[config.mk]
export PLATFORM = sky130hd
export DESIGN_NAME = cache_drain_ctrl_flat
export DESIGN_NICKNAME = d
export VERILOG_FILES = /design/src/rtl/cache_drain_ctrl_if.sv /design/src/rtl/cache_drain_ctrl.sv /design/src/flat_wrapper.sv
export SDC_FILE = /design/constraint.sdc
export NUM_CORES = 1
export LEC_CHECK = 0
export ABC_AREA = 1
export BUFFER_PORTS_ARGS = -buffer_cell sky130_fd_sc_hd__buf_2
export CAP_MARGIN = 20
export CORE_AREA = 4 4 126 128
export DETAILED_ROUTE_END_ITERATION = 7
export DIE_AREA = 0 0 130 132
export GPL_ROUTABILITY_DRIVEN = 0
export MAX_ROUTING_LAYER = met4
export PLACE_DENSITY = 0.77
export RECOVER_POWER = 50
export SYNTH_ARGS = -nofsm -noshare
export SYNTH_HDL_FRONTEND = slang
export SYNTH_SLANG_ARGS = --single-unit
export TNS_END_PERCENT = 1
[constraint.sdc]
create_clock -name clock -period 1.4 [get_ports clock]
set_input_delay 0.28 -clock clock [delete_from_list [all_inputs] [get_ports clock]]
set_output_delay 0.28 -clock clock [all_outputs]
set_load 0.005 [all_outputs]
[src/rtl/cache_drain_ctrl_if.sv]
// Cache-side and memory-side bus of the drain sequencer.
//   Cache read/maintenance port: line_idx, line_valid, line_dirty, line_tag, line_data,
//                                clean_en, inv_en
//   Memory line-write port:      mem_wr_req, mem_wr_addr, mem_wr_data, mem_wr_ack
// master: the drain controller; slave: cache arrays plus main memory.
interface cache_drain_ctrl_if #(
    parameter int unsigned NUM_LINES = 4,
    parameter int unsigned ADDR_W    = 32,
    parameter int unsigned LINE_W    = 128
);
    localparam int unsigned IDX_W = $clog2(NUM_LINES);
    localparam int unsigned TAG_W = ADDR_W - IDX_W - 4;

    logic [IDX_W-1:0]  line_idx;
    logic              line_valid;
    logic              line_dirty;
    logic [TAG_W-1:0]  line_tag;
    logic [LINE_W-1:0] line_data;
    logic              clean_en;
    logic              inv_en;

    logic              mem_wr_req;
    logic [ADDR_W-1:0] mem_wr_addr;
    logic [LINE_W-1:0] mem_wr_data;
    logic              mem_wr_ack;

    modport master (
        output line_idx, clean_en, inv_en, mem_wr_req, mem_wr_addr, mem_wr_data,
        input  line_valid, line_dirty, line_tag, line_data, mem_wr_ack
    );

    modport slave (
        input  line_idx, clean_en, inv_en, mem_wr_req, mem_wr_addr, mem_wr_data,
        output line_valid, line_dirty, line_tag, line_data, mem_wr_ack
    );
endinterface

[src/rtl/cache_drain_ctrl.sv]
// Drain sequencer: waits for the store buffer to empty, then walks every cache line and
// writes each valid+dirty line back to memory, clearing its dirty bit. Holds the pipeline
// stalled while running and pulses drain_done at the end.
// Ports:
//   clock, reset        single clock, synchronous active-high reset
//   drain_req, sb_empty drain instruction present / store buffer empty
//   bus                 cache read + memory line-write port (cache_drain_ctrl_if.master)
//   drain_busy          pipeline stall, high in every state except idle
//   drain_done          one-cycle completion pulse
//   wb_count            lines written back by the most recent drain
// Optional feature: define CACHE_DRAIN_INVALIDATE_EN to also invalidate every line.
module cache_drain_ctrl #(
    parameter int unsigned NUM_LINES = 4,
    parameter int unsigned ADDR_W    = 32,
    parameter int unsigned LINE_W    = 128
) (
    input  logic                        clock,
    input  logic                        reset,
    input  logic                        drain_req,
    input  logic                        sb_empty,
    cache_drain_ctrl_if.master          bus,
    output logic                        drain_busy,
    output logic                        drain_done,
    output logic [$clog2(NUM_LINES):0]  wb_count
);
    localparam int unsigned IDX_W = $clog2(NUM_LINES);
    localparam logic [IDX_W-1:0] LastIdx = IDX_W'(NUM_LINES - 1);

    typedef enum logic [2:0] {
        StIdle, StWaitSb, StRead, StCheck, StWrite, StClean, StDone
    } state_e;

    state_e            state_q;
    logic [IDX_W-1:0]  idx_q;
    logic [ADDR_W-1:0] addr_q;
    logic [LINE_W-1:0] data_q;
    logic              req_q;
    logic              clean_q;

    always_ff @(posedge clock) begin
        if (reset) begin
            state_q    <= StIdle;
            idx_q      <= '0;
            addr_q     <= '0;
            data_q     <= '0;
            req_q      <= 1'b0;
            clean_q    <= 1'b0;
            drain_done <= 1'b0;
            wb_count   <= '0;
        end else begin
            clean_q    <= 1'b0;
            drain_done <= 1'b0;
            unique case (state_q)
                StIdle: begin
                    if (drain_req) begin
                        state_q  <= StWaitSb;
                        idx_q    <= '0;
                        wb_count <= '0;
                    end
                end
                StWaitSb: begin
                    if (sb_empty) state_q <= StRead;
                end
                StRead: state_q <= StCheck;
                StCheck: begin
                    if (bus.line_valid && bus.line_dirty) begin
                        addr_q  <= {bus.line_tag, idx_q, 4'b0000};
                        data_q  <= bus.line_data;
                        req_q   <= 1'b1;
                        state_q <= StWrite;
                    end else if (idx_q == LastIdx) begin
                        state_q    <= StDone;
                        drain_done <= 1'b1;
                    end else begin
                        idx_q   <= idx_q + 1'b1;
                        state_q <= StRead;
                    end
                end
                StWrite: begin
                    if (bus.mem_wr_ack) begin
                        req_q    <= 1'b0;
                        clean_q  <= 1'b1;
                        wb_count <= wb_count + 1'b1;
                        state_q  <= StClean;
                    end
                end
                StClean: begin
                    if (idx_q == LastIdx) begin
                        state_q    <= StDone;
                        drain_done <= 1'b1;
                    end else begin
                        idx_q   <= idx_q + 1'b1;
                        state_q <= StRead;
                    end
                end
                StDone: state_q <= StIdle;
                default: state_q <= StIdle;
            endcase
        end
    end

    assign drain_busy      = (state_q != StIdle);
    assign bus.line_idx    = idx_q;
    assign bus.mem_wr_req  = req_q;
    assign bus.mem_wr_addr = addr_q;
    assign bus.mem_wr_data = data_q;
    assign bus.clean_en    = clean_q;

`ifdef CACHE_DRAIN_INVALIDATE_EN
    // Dirty lines are invalidated in CLEAN; valid clean lines during CHECK, since they
    // never reach CLEAN.
    assign bus.inv_en = clean_q ||
                        ((state_q == StCheck) && bus.line_valid && !bus.line_dirty);
`else
    assign bus.inv_en = 1'b0;
`endif

endmodule
[src/flat_wrapper.sv]
// flat-port wrapper written by rule: the top's interface ports become plain ports
module cache_drain_ctrl_flat 
#(
    parameter int unsigned NUM_LINES = 4,
    parameter int unsigned ADDR_W    = 32,
    parameter int unsigned LINE_W    = 128
)
  (clock, reset, drain_req, sb_empty, drain_busy, drain_done, wb_count, bus_line_idx, bus_clean_en, bus_inv_en, bus_mem_wr_req, bus_mem_wr_addr, bus_mem_wr_data, bus_line_valid, bus_line_dirty, bus_line_tag, bus_line_data, bus_mem_wr_ack);
  cache_drain_ctrl_if #(.NUM_LINES(NUM_LINES), .ADDR_W(ADDR_W), .LINE_W(LINE_W)) bus_i ();
  input  logic clock;
  input  logic reset;
  input  logic drain_req;
  input  logic sb_empty;
  output logic drain_busy;
  output logic drain_done;
  output logic [$clog2(NUM_LINES):0] wb_count;
  output wire logic [$bits(bus_i.line_idx)-1:0] bus_line_idx;
  output wire logic [$bits(bus_i.clean_en)-1:0] bus_clean_en;
  output wire logic [$bits(bus_i.inv_en)-1:0] bus_inv_en;
  output wire logic [$bits(bus_i.mem_wr_req)-1:0] bus_mem_wr_req;
  output wire logic [$bits(bus_i.mem_wr_addr)-1:0] bus_mem_wr_addr;
  output wire logic [$bits(bus_i.mem_wr_data)-1:0] bus_mem_wr_data;
  input wire logic [$bits(bus_i.line_valid)-1:0] bus_line_valid;
  input wire logic [$bits(bus_i.line_dirty)-1:0] bus_line_dirty;
  input wire logic [$bits(bus_i.line_tag)-1:0] bus_line_tag;
  input wire logic [$bits(bus_i.line_data)-1:0] bus_line_data;
  input wire logic [$bits(bus_i.mem_wr_ack)-1:0] bus_mem_wr_ack;
  assign bus_line_idx = bus_i.line_idx;
  assign bus_clean_en = bus_i.clean_en;
  assign bus_inv_en = bus_i.inv_en;
  assign bus_mem_wr_req = bus_i.mem_wr_req;
  assign bus_mem_wr_addr = bus_i.mem_wr_addr;
  assign bus_mem_wr_data = bus_i.mem_wr_data;
  assign bus_i.line_valid = bus_line_valid;
  assign bus_i.line_dirty = bus_line_dirty;
  assign bus_i.line_tag = bus_line_tag;
  assign bus_i.line_data = bus_line_data;
  assign bus_i.mem_wr_ack = bus_mem_wr_ack;
  cache_drain_ctrl #(.NUM_LINES(NUM_LINES), .ADDR_W(ADDR_W), .LINE_W(LINE_W)) u_core (.clock(clock), .reset(reset), .drain_req(drain_req), .sb_empty(sb_empty), .bus(bus_i), .drain_busy(drain_busy), .drain_done(drain_done), .wb_count(wb_count));
endmodule
* Word-level counts from Yosys, hierarchy flattened *
Cells that the tools add are included.

word-level totals
  register bits after elaboration = 167
  bits of input ports = 161

operators by class
  $add $sub $neg = 2
  eq/ne operators = 11
  multiplexer cells = 20
  bitwise logic cells = 1
  reductions and logical operators = 12

operator list
  kind                   number
  $mux W3                7
  $pmux W3 S6            1
  $reduce_and A3 Y1      4
  $ne A2 B2 Y1 const B   4
  $eq A3 B2 Y1 const B   2
  $eq A3 B3 Y1 const B   2
  $mux W2                3
  $pmux W2 S3            1
  $pmux W3 S2            1
  $reduce_bool A3 Y1     2
  $mux W1                5
  $pmux W1 S2            2
  $reduce_bool A2 Y1     2
  $add A3 B1 Y3 const B  1
  $eq A3 B1 Y1 const B   1
  $logic_not A3 Y1       1
  $add A2 B1 Y2 const B  1
  $eq A2 B2 Y1 const B   1
  $ne A2 B1 Y1 const B   1
  $reduce_and A2 Y1      1
  $reduce_or A2 Y1       1
  $logic_and A1 B1 Y1    1
  $not A1 Y1             1

* Depth between registers and ports, before layout *
  depth after elaboration = 4
  mapped depth = 9

* Worst setup path after synthesis *
Ideal clock, no wire load.

  kind = flip-flop to flip-flop
  start = register u_core.state_q[0]
  end = register u_core.addr_q[20], in the netlist u_core.bus.mem_wr_addr[20]
  library setup time = 0.116 ns
  arrival = 1.126 ns
  required time = 1.284 ns
  slack = 0.158 ns
  cell stages (with the launch flop) = 8
  buffers on the path = 2
  cells stage by stage = dfxtp_1 nand2_2 nor2_2 nand2_2 buf_6 clkbuf_1 o21ai_0 nor2_1

on the way
  cells in the longest elaborated chain, start to end = 2

RTL lines
  item                                RTL line                text
  from (decl)                         cache_drain_ctrl.sv:33  state_e state_q;
  from (signal assigned)              cache_drain_ctrl.sv:42  state_q <= StIdle;
  from (signal assigned)              cache_drain_ctrl.sv:56  state_q <= StWaitSb;
  from (signal assigned)              cache_drain_ctrl.sv:62  if (sb_empty) state_q <= StRead;
  $eq A3 B2 Y1                        cache_drain_ctrl.sv:53  unique case (state_q)
  $reduce_and A2 Y1 (no source line)  --
  to (signal assigned)                cache_drain_ctrl.sv:67  addr_q <= {bus.line_tag, idx_q, 4'b0000};
  to (decl)                           cache_drain_ctrl.sv:35  logic [ADDR_W-1:0] addr_q;

No other way between the ends.
A chain may end at the register's enable or synchronous reset.

* Worst setup path in the final report *
  start = register u_core.state_q[1]
  end = output port drain_busy

on the way
  cells in the longest elaborated chain, start to end = 1

RTL lines
  item                RTL line                 text
  $reduce_bool A3 Y1  cache_drain_ctrl.sv:102  assign drain_busy = (state_q != StIdle);
  to (decl)           flat_wrapper.sv:14       output logic drain_busy;

No other way between the ends.

==> run metrics <==
outcome=complete, but fails checks; failing checks=setup timing; Die Span Y=132 um; maxcap violations=0; Synth Area in Compound Gates=0.139; WL/cell=13.4 um; 1st-iter DRT viols=301; dominant cell type by area after synthesis=dfxtp_1; CP required=1120 ps; main combinational cell family by area after synthesis=simple AND/OR/NAND/NOR gates; Clock Tree Buf Depth=2; cell mode on critical path=buf_6; share of layout cells above drive strength 1=0.253; unique cell type count in the Yosys netlist=24; fin area=8260 sq um; DP HPWL=12.7 mm; Worst VDD drop=0.680 mV; pin count of the biggest net entering global routing=83; die boundary width=130 um; synthesized netlist cell count=767; RSZ-0062 raised after global routing=yes; placed cell area=7780 sq um; multiplexer share of the synthesized area=0; Hold WC Path Type=input pin to register; register area share after synthesis=0.553; Clk pin slew, worst setup/hold paths=60 ps; global route overflow=0; initial antenna violation count=0; commonest non-fill, non-tap cell in the layout=nor2_1; leakage=3.57 nW; type of the worst setup path=register to output pin; commonest non-fill, non-tap cells in the layout=nor2_1, buf_2, dfxtp_1, clkbuf_1, o21ai_0; Post-Synth XOR/XNOR Area=0; CP peak stage delay=330 ps; sw power=2.47 mW; simple logic cell fraction of the synthesized area=0.226; Root Driver=clkbuf_16; Vias=5944; CP top delay family=flip-flops; Power Density=1220 nW/um^2; vias in the first global route=5427; CTS tree=yes; nets=1243; CTS Sinks=167; final WL=17.1 mm; final hold slack=102 ps; Total Routing Usage GR=0.193; Seq pwr share=0.483; CP bufs+invs=2; Fin. Hold Viols=0; post-synthesis register bit count=167; # setup viols final=1; vias per cell=4.64; DRC=0; site row count=45; Combinational Power Share=0.080; number of synthesis warnings=0; Inserted Clock Buffers=17; fin crit share=1.02; diodes inserted=0; Cell Chain, Critical Path=buf_6 -> nor2_4 -> nand2_2 -> buf_6; io pins=331; TNS Setup=-32.0 ps; Initial DRT Pass Iterations=4; fmax=0.698 GHz; antenna-violating nets left=0; first-pass GRT wire length=26.2 mm; Avg Synthesized Cell Area=7.89 sq um; crit end category=output pin; synth top area cells=dfxtp_1, nor2_1, o21ai_0, o21ai_1, buf_8; final worst slack=-32.0 ps; Int Power=7.65 mW; critical path launch point type=register; minimum clock period=1430 ps; I/O Buffers=325; die area=17200 sq um; Initial Utilization=0.407; Layout Skew=7.17 ps; switching share of power=0.244; Core Region=14900 sq um; Layout area overhead=36.6%; Max Slew Vio Count=0; critical path's slowest cell=dfxtp_2; CTS HTree Levels=4; area share of the largest cell type after synthesis=0.553; critical path data arrival time=1150 ps; Synth Area in Adders=0.00414; R2R Setup Slk=40 ps; Skew-Pair Late Insertion Delay=410 ps; Clock Power Share=0.437; Crit Path Max Fanout=4; Cell Area, Synth=6050 sq um
==> area by class of cell <==
cell class | instances | area [sq um]
fill | 1462 | 6600
tap | 188 | 235
timing repair buffer | 346 | 1770
multi-input combinational | 532 | 2280
inverter | 16 | 63.8
sequential | 167 | 3350
clock inverter | 13 | 114
clock buffer | 19 | 453
==> path summary, 6_finish.rpt <==
kind | startpoint | endpoint | cells past startpoint
setup reg to reg | u_core.state_q[0] | u_core.bus.mem_wr_addr[12] | 7
hold reg to reg | u_core.bus.mem_wr_req | u_core.bus.mem_wr_req | 2
setup / recovery | u_core.state_q[1] | drain_busy | 4
hold / removal | bus_line_data[33] | u_core.bus.mem_wr_data[33] | 3
==> power by group through the flow <==
stage                     logic (mW)  registers (mW)  clock network [mW]
after global placement         0.769            4.98                   0
after global routing           0.918            4.89                4.72
after CTS                      0.818            4.88                4.52
after floorplan                0.375            5.00                   0
final                          0.813            4.89                4.42
after detailed placement       0.781            4.99                   0
==> per-stage QoR <==
step / utilization / setup WS [ps] / std cells / power (mW)
floorplan: - / 158 / 771 / 5.37
global placement: 0.524 / 30.9 / 1248 / 5.75
detailed placement: 0.524 / 14.3 / 1248 / 5.77
CTS: 0.564 / -33.8 / 1281 / 10.2
global route: 0.556 / -78.4 / 1281 / 10.5
finish: 0.556 / -32.0 / 1281 / 10.1
==> cells in the mapped netlist <==
| cell type | n |
|---|---|
| nor2_1 | 321 |
| dfxtp_1 | 167 |
| o21ai_0 | 114 |
| o21ai_1 | 46 |
| clkbuf_1 | 26 |
| nand2_1 | 23 |
| inv_1 | 14 |
| buf_8 | 10 |
| nand3_1 | 10 |
| buf_2 | 7 |
| buf_6 | 6 |
| a21oi_1 | 5 |
| buf_4 | 5 |
| ha_1 | 2 |
| nand2_2 | 2 |
| a211oi_1 | 1 |
| a31oi_1 | 1 |
| buf_12 | 1 |
| clkbuf_2 | 1 |
| clkinv_1 | 1 |
| clkinv_2 | 1 |
| conb_1 | 1 |
| nor2_2 | 1 |
| nor3_1 | 1 |
==> timing repair <==
action	4_1_cts	5_1_grt
setup endpoints to repair	1	18
pin swaps	2	2
buffers inserted	1	0
hold buffers	0	0
resized for setup	11	13
==> flip-flops by register name, indices dropped and copies added, names as in the netlist <==
signal	count
u_core.bus.mem_wr_data	128
u_core.bus.mem_wr_addr	28
u_core.state_q	3
u_core.wb_count	3
u_core.bus.line_idx	2
u_core.bus.clean_en	1
u_core.bus.mem_wr_req	1
u_core.drain_done	1
==> logic make-up after synthesis <==
logic type,count (synthesis)
other,1
DFF,167
AOI/OAI and AO/OA,167
buffers and inverters,72
adders and majority gates,2
and+or+nand+nor,358
==> worst reg2reg max path: cells and delay by family (launching register included) <==
kind                   cells  cell delay [ps]
buffers and inverters      2              440
and+or+nand+nor            5              520
DFF                        1              350
==> metal layers <==
layer | wire length, um | GRT usage
met1 | 6950 | 0.220
met2 | 8430 | 0.322
met3 | 1360 | 0.0490
met4 | 411 | 0.0756
met5 | 0 | -
No activity file was read; power rests on OpenSTA's default activity.
